<file path="src/rtl/tlc_multi_if.sv">
// Host-side bundle for the tlc_multi traffic controller: demand inputs, soft reset and light/status outputs.
// Preemption signals exist only when TLC_PREEMPT_EN is defined.
interface tlc_multi_if #(
  parameter int N_DIR   = 2,
  parameter int TIMER_W = 4
);
  localparam int DIR_W = $clog2(N_DIR);

  logic                 click_rst;
  logic [N_DIR-1:0]     car;
  logic [N_DIR-1:0]     ped_req;
  logic [2*N_DIR-1:0]   light;
  logic [N_DIR-1:0]     ped_walk;
  logic [TIMER_W-1:0]   timer_out;
  logic [1:0]           state;
  logic [DIR_W-1:0]     cur_dir;
`ifdef TLC_PREEMPT_EN
  logic                 preempt;
  logic [DIR_W-1:0]     preempt_dir;

  modport master (
    output click_rst, car, ped_req, preempt, preempt_dir,
    input  light, ped_walk, timer_out, state, cur_dir
  );
  modport slave (
    input  click_rst, car, ped_req, preempt, preempt_dir,
    output light, ped_walk, timer_out, state, cur_dir
  );
`else
  modport master (
    output click_rst, car, ped_req,
    input  light, ped_walk, timer_out, state, cur_dir
  );
  modport slave (
    input  click_rst, car, ped_req,
    output light, ped_walk, timer_out, state, cur_dir
  );
`endif
endinterface

</file>
<file path="src/rtl/tlc_multi.sv">
// N-approach round-robin traffic light controller with built-in tick divider and phase timer.
// Define TLC_PREEMPT_EN to add emergency preemption (preempt / preempt_dir on the interface).
module tlc_multi #(
  parameter int N_DIR    = 2,
  parameter int TIMER_W  = 4,
  parameter int TICK_DIV = 100000000,
  parameter int GREEN_T  = 5,
  parameter int YELLOW_T = 2,
  parameter int ALLRED_T = 1
) (
  input  logic       clk,
  input  logic       rst_n,
  tlc_multi_if.slave bus
);
  localparam int DIR_W = $clog2(N_DIR);
  localparam int CNT_W = $clog2(TICK_DIV);

  localparam logic [CNT_W-1:0]   TICK_LAST = CNT_W'(TICK_DIV - 1);
  localparam logic [TIMER_W-1:0] TIMER_ONE = TIMER_W'(1);
  localparam logic [TIMER_W-1:0] GREEN_LD  = TIMER_W'(GREEN_T);
  localparam logic [TIMER_W-1:0] YELLOW_LD = TIMER_W'(YELLOW_T);
  localparam logic [TIMER_W-1:0] ALLRED_LD = TIMER_W'(ALLRED_T);

  typedef enum logic [1:0] {
    S_ALLRED = 2'd0,
    S_GREEN  = 2'd1,
    S_YELLOW = 2'd2
  } state_t;

  state_t               state_q, state_d;
  logic [CNT_W-1:0]     cnt_q;
  logic [TIMER_W-1:0]   timer_q;
  logic [DIR_W-1:0]     cur_dir_q, next_dir_q;
  logic [N_DIR-1:0]     car_q, ped_q, ped_walk_q;
  logic [N_DIR-1:0]     demand, green_mask;
  logic [2*N_DIR-1:0]   light_d;
  logic                 tick, decide, found;
  logic [DIR_W-1:0]     scan_dir, grant_dir;
  logic [DIR_W:0]       idx;
  logic                 pre_on, pre_cut, pre_hold;
  logic [DIR_W-1:0]     pre_dir;

`ifdef TLC_PREEMPT_EN
  assign pre_on  = bus.preempt;
  assign pre_dir = bus.preempt_dir;
`else
  assign pre_on  = 1'b0;
  assign pre_dir = '0;
`endif

  assign tick     = (cnt_q == TICK_LAST);
  assign decide   = tick && (timer_q <= TIMER_ONE);
  assign demand   = car_q | ped_q;
  assign pre_cut  = pre_on && (state_q == S_GREEN) && (cur_dir_q != pre_dir);
  assign pre_hold = pre_on && (state_q == S_GREEN) && (cur_dir_q == pre_dir);
  // An active preempt overrides the round-robin pointer when granting green.
  assign grant_dir = pre_on ? pre_dir : next_dir_q;

  // Round-robin scan for the first other approach with demand, starting after cur_dir.
  always_comb begin
    found    = 1'b0;
    scan_dir = cur_dir_q;
    idx      = '0;
    for (int k = 1; k < N_DIR; k++) begin
      idx = {1'b0, cur_dir_q} + (DIR_W+1)'(k);
      if (idx >= (DIR_W+1)'(N_DIR)) idx = idx - (DIR_W+1)'(N_DIR);
      if (!found && demand[idx[DIR_W-1:0]]) begin
        found    = 1'b1;
        scan_dir = idx[DIR_W-1:0];
      end
    end
  end

  always_comb begin
    green_mask = '0;
    if (state_q == S_GREEN) green_mask[cur_dir_q] = 1'b1;
  end

  // State register
  always_ff @(posedge clk or negedge rst_n) begin
    if (!rst_n)             state_q <= S_ALLRED;
    else if (bus.click_rst) state_q <= S_ALLRED;
    else                    state_q <= state_d;
  end

  // Next-state logic
  always_comb begin
    state_d = state_q;
    if (pre_cut) begin
      state_d = S_YELLOW;
    end else if (decide) begin
      case (state_q)
        S_ALLRED: state_d = S_GREEN;
        S_GREEN:  if (found && !pre_hold) state_d = S_YELLOW;
        S_YELLOW: state_d = S_ALLRED;
        default:  state_d = S_ALLRED;
      endcase
    end
  end

  // Tick divider, phase timer, direction pointers, request latches and walk signals
  always_ff @(posedge clk or negedge rst_n) begin
    if (!rst_n) begin
      cnt_q      <= '0;
      timer_q    <= ALLRED_LD;
      cur_dir_q  <= '0;
      next_dir_q <= '0;
      car_q      <= '0;
      ped_q      <= '0;
      ped_walk_q <= '0;
    end else if (bus.click_rst) begin
      cnt_q      <= '0;
      timer_q    <= ALLRED_LD;
      cur_dir_q  <= '0;
      next_dir_q <= '0;
      car_q      <= '0;
      ped_q      <= '0;
      ped_walk_q <= '0;
    end else begin
      cnt_q <= tick ? '0 : cnt_q + 1'b1;
      car_q <= car_q | (bus.car & ~green_mask);
      ped_q <= ped_q | bus.ped_req;
      if (pre_cut) begin
        next_dir_q <= pre_dir;
        timer_q    <= YELLOW_LD;
        ped_walk_q <= '0;
      end else if (tick && !decide) begin
        timer_q <= timer_q - TIMER_ONE;
      end else if (decide) begin
        case (state_q)
          S_ALLRED: begin
            // Later bit writes win, so entering green clears the latch over a same-cycle set.
            cur_dir_q             <= grant_dir;
            timer_q               <= GREEN_LD;
            ped_walk_q            <= '0;
            ped_walk_q[grant_dir] <= ped_q[grant_dir];
            car_q[grant_dir]      <= 1'b0;
            ped_q[grant_dir]      <= 1'b0;
          end
          S_GREEN: begin
            if (found && !pre_hold) begin
              next_dir_q <= scan_dir;
              timer_q    <= YELLOW_LD;
              ped_walk_q <= '0;
            end
          end
          S_YELLOW: timer_q <= ALLRED_LD;
          default:  timer_q <= ALLRED_LD;
        endcase
      end
    end
  end

  // Output decode
  always_comb begin
    light_d = '0;
    case (state_q)
      S_GREEN:  light_d[{cur_dir_q, 1'b0} +: 2] = 2'b10;
      S_YELLOW: light_d[{cur_dir_q, 1'b0} +: 2] = 2'b01;
      default:  light_d = '0;
    endcase
  end

  assign bus.light     = light_d;
  assign bus.ped_walk  = ped_walk_q;
  assign bus.timer_out = timer_q;
  assign bus.state     = state_q;
  assign bus.cur_dir   = cur_dir_q;

endmodule

</file>
<file path="src/flat_wrapper.sv">
// flat-port wrapper written by rule: the top's interface ports become plain ports
module tlc_multi_flat 
#(
  parameter int N_DIR    = 2,
  parameter int TIMER_W  = 4,
  parameter int TICK_DIV = 100000000,
  parameter int GREEN_T  = 5,
  parameter int YELLOW_T = 2,
  parameter int ALLRED_T = 1
)
  (clk, rst_n, bus_click_rst, bus_car, bus_ped_req, bus_light, bus_ped_walk, bus_timer_out, bus_state, bus_cur_dir);
  tlc_multi_if #(.N_DIR(N_DIR), .TIMER_W(TIMER_W)) bus_i ();
  input  logic clk;
  input  logic rst_n;
  input wire logic [$bits(bus_i.click_rst)-1:0] bus_click_rst;
  input wire logic [$bits(bus_i.car)-1:0] bus_car;
  input wire logic [$bits(bus_i.ped_req)-1:0] bus_ped_req;
  output wire logic [$bits(bus_i.light)-1:0] bus_light;
  output wire logic [$bits(bus_i.ped_walk)-1:0] bus_ped_walk;
  output wire logic [$bits(bus_i.timer_out)-1:0] bus_timer_out;
  output wire logic [$bits(bus_i.state)-1:0] bus_state;
  output wire logic [$bits(bus_i.cur_dir)-1:0] bus_cur_dir;
  assign bus_i.click_rst = bus_click_rst;
  assign bus_i.car = bus_car;
  assign bus_i.ped_req = bus_ped_req;
  assign bus_light = bus_i.light;
  assign bus_ped_walk = bus_i.ped_walk;
  assign bus_timer_out = bus_i.timer_out;
  assign bus_state = bus_i.state;
  assign bus_cur_dir = bus_i.cur_dir;
  tlc_multi #(.N_DIR(N_DIR), .TIMER_W(TIMER_W), .TICK_DIV(TICK_DIV), .GREEN_T(GREEN_T), .YELLOW_T(YELLOW_T), .ALLRED_T(ALLRED_T)) u_core (.clk(clk), .rst_n(rst_n), .bus(bus_i));
endmodule
</file>
<file path="config.mk">
export PLATFORM = sky130hd
export DESIGN_NAME = tlc_multi_flat
export DESIGN_NICKNAME = d
export VERILOG_FILES = /design/src/rtl/tlc_multi_if.sv /design/src/rtl/tlc_multi.sv /design/src/flat_wrapper.sv
export SDC_FILE = /design/constraint.sdc
export NUM_CORES = 1
export LEC_CHECK = 0
export ABC_AREA = 1
export BUFFER_PORTS_ARGS = -buffer_cell sky130_fd_sc_hd__buf_4
export CAP_MARGIN = 10
export CORE_MARGIN = 4
export CORE_UTILIZATION = 39
export CTS_CLUSTER_DIAMETER = 120
export DETAILED_ROUTE_END_ITERATION = 6
export PLACE_DENSITY = 0.67
export SETUP_SLACK_MARGIN = 0.15
export SYNTH_ARGS = -nofsm -noshare
export SYNTH_HDL_FRONTEND = slang
export SYNTH_SLANG_ARGS = --single-unit
</file>
<file path="constraint.sdc">
create_clock -name clk -period 1.8 [get_ports clk]
set_input_delay 0.36 -clock clk [delete_from_list [all_inputs] [get_ports clk]]
set_output_delay 0.36 -clock clk [all_outputs]
set_load 0.1 [all_outputs]
</file>
==> flow_summary.json <==
{
  "grt_pass1_vias": 2176,
  "dp_hpwl_mm": 4.27,
  "dr_wl_met2_mm": 3.32,
  "cp_cell_sequence": "inv_4 > ha_4 > inv_6 > nor3_4 > buf_12",
  "ant_nets": 0,
  "die-area_sq_um": 7790,
  "coreArea_sq_um": 6100,
  "worst_setup_path_start_kind": "flop",
  "via_count": 2370,
  "fin_skew_ps": 6.41,
  "seq_area_frac_synth": 0.409,
  "wl_met1_mm": 3.04,
  "final-max-slew-violation-count": 0,
  "layout.nets": 396,
  "grt_max_degree": 42,
  "track_usage": 0.165,
  "register_area_sq_um": 1050,
  "row_count": 28,
  "numCtsBuffers": 5,
  "fillers": 517,
  "dpl_worst_slack_ps": 72.9,
  "power-per-cell-area_nw_per_um2": 709,
  "die_x_um": 88.3,
  "yosysWarnings": 0,
  "synth_cells": 328,
  "hold_buffers": 0,
  "crit_path_end_kind": "primary output",
  "fin_ws_ps": -106,
  "setup_viol": 9,
  "yosysUniqueCellTypes": 32,
  "leakagePower_nw": 1.60,
  "slowest_delay_ps": 460,
  "cts_root_buf": "clkbuf_8",
  "totalWireLength_mm": 6.75,
  "antenna_found_initial": 0,
  "cp.arrival_ps": 1550,
  "die_h_um": 88.3,
  "finalSetupTns_ps": -372,
  "vdd_drop_max_mv": 0.666,
  "clockBufferDepth": 2,
  "period_share": 1.06,
  "min_period_ps": 1910,
  "drive_gt1_frac": 0.418,
  "clkLatencyLatePin_ps": 300,
  "cts_max_level": 2,
  "drt-initial-drc-count": 103,
  "cts_sinks": 41,
  "num_antenna_cells": 0,
  "critical_path_required_ps": 1440,
  "rsz0062_at_grt": "true",
  "cap_violations": 0,
  "drc": 0,
  "port_buffers": 19,
  "synthToLayoutAreaGrowth_pct": 43.3,
  "crit_type": "reg -> out",
  "fin_util": 0.591,
  "fmax_mhz": 525,
  "cp_max_fo": 4,
  "route.met3.wl_um": 254,
  "synth_nets": 342,
  "start_util": 0.412,
  "path_clk_slew_ps": 80,
  "grt-ovfl-total": 0,
  "wl_per_cell_um": 14.7,
  "synth-seq-cells": 41,
  "finalHoldViolCount": 0,
  "drt_pre_antenna_iters": 4,
  "place_congestion": 0.818,
  "avgSynthCellArea_sq_um": 7.66,
  "grt_pass1_wl_mm": 10.1,
  "multiInputGateArea_sq_um": 1660,
  "hp-class": "in -> async",
  "highest_layer": "met4",
  "cts_tree": "done",
  "routed_via_density": 5.17,
  "tightest_slew_ps": 535,
  "violations": "negative setup slack",
  "io_pins": 20,
  "cp_slowest_cell": "dfrtp_4",
  "status": "finished, violations left",
  "slew_headroom": 0.643,
  "synth_area_sq_um": 2510
}
-- kinds of logic after synthesis --
family | share of synthesized area
AND/OR/NAND/NOR | 0.354
buffers and inverters | 0.0836
flip-flops | 0.409
AO/OA/AOI/OAI | 0.0906
XOR/XNOR | 0.0279
adder cells (fa/ha/maj) | 0.0348
-- where the power goes --
group          internal, mW  switching, mW  total, mW
clock network         0.452          0.326      0.779
logic                 0.256          0.504      0.760
registers             0.967         0.0476       1.01
-- metrics by stage --
stage | hold slack (ps) | std cells | total power, mW | area [sq um]
finish | 41.0 | 458 | 2.55 | 3600
CTS | 67.2 | 439 | 2.50 | 3150
floorplan | 64.4 | 328 | 1.51 | 2660
global placement | 386 | 424 | 1.64 | 2910
detailed placement | 387 | 424 | 1.65 | 2910
global route | 81.8 | 458 | 2.67 | 3600
-- layout make-up --
type                            instances  area share
Sequential cell                        41       0.290
Tap cell                               75      0.0261
Clock inverter                          1     0.00834
Timing Repair Buffer                   49       0.125
Multi-Input combinational cell        234       0.460
Timing Repair inverter                  1     0.00452
Inverter                               50      0.0611
Clock buffer                            7      0.0240
-- sequential cells by signal (all words and copies together), names as in the netlist --
register              count
u_core.bus.state          2
u_core.bus.ped_walk       2
u_core.car_q              2
u_core.cnt_q             27
u_core.bus.timer_out      4
u_core.ped_q              2
u_core.bus.cur_dir        1
u_core.grant_dir          1
-- metal layers --
metal | track usage | up-vias
li1 | - | 1155
met5 | 0 | -
met3 | 0.0382 | 14
met1 | 0.226 | 1150
met4 | 0.0426 | 0
met2 | 0.266 | 51
-- synth_stat cells, drive strengths merged --
| master | number | area [sq um] |
|---|---|---|
| nand2 | 72 | 305 |
| nor2 | 53 | 270 |
| inv | 50 | 190 |
| dfrtp | 40 | 1000 |
| nand3 | 26 | 155 |
| a21oi | 21 | 109 |
| nor3 | 21 | 115 |
| o21ai | 18 | 113 |
| ha | 7 | 87.6 |
| xor2 | 7 | 61.3 |
| nand4 | 4 | 25.0 |
| buf | 2 | 16.3 |
| clkbuf | 1 | 3.75 |
| dfstp | 1 | 26.3 |
| nand3b | 1 | 7.51 |
| nor4 | 1 | 6.26 |
| o22ai | 1 | 6.26 |
| or2 | 1 | 6.26 |
| xnor2 | 1 | 8.76 |
-- worst max-delay path, delay by kind of cell (launching register included) --
family        cells  cell delay (ps)
flops             1              460
fa+ha+maj         1              280
buf+inv           3              300
simple gates      1              210
-- cell usage in the layout, fill, tap and decap left out, types with 12 or more instances in the layout --
| cell | synthesis | routed |
|---|---|---|
| nand2_1 | 64 | 50 |
| inv_1 | 46 | 38 |
| buf_4 | 0 | 36 |
| nand2_2 | 5 | 12 |
| dfrtp_1 | 40 | 34 |
| nor3_1 | 19 | 12 |
| nor2_1 | 40 | 33 |
| nand3_1 | 21 | 16 |
| a21oi_1 | 20 | 17 |
| nor2_4 | 5 | 15 |
-- timing repair --
item	in CTS	in global routing
pin swaps	5	39
setup endpoints to repair	22	38
gates resized for setup	18	78
cloned	0	1
setup buffers	7	18
-- path summary, 6_finish.rpt --
| kind | start | endpoint | slack, ps | cells past startpoint |
|---|---|---|---|---|
| setup / recovery | u_core.bus.state[1] | bus_light[3] | -110 | 5 |
| hold reg to reg | u_core.bus.ped_walk[1] | u_core.bus.ped_walk[1] | 510 | 2 |
| max in group asynchronous | rst_n | u_core.bus.state[1] | 1340 | 1 |
| hold / removal | rst_n | u_core.cnt_q[13] | 40 | 1 |
| min in group clk | bus_ped_req[0] | u_core.ped_q[0] | 290 | 3 |
| setup reg to reg | u_core.bus.timer_out[0] | u_core.bus.ped_walk[0] | -30 | 8 |
Note: power is estimated with default switching activity, not from simulation.
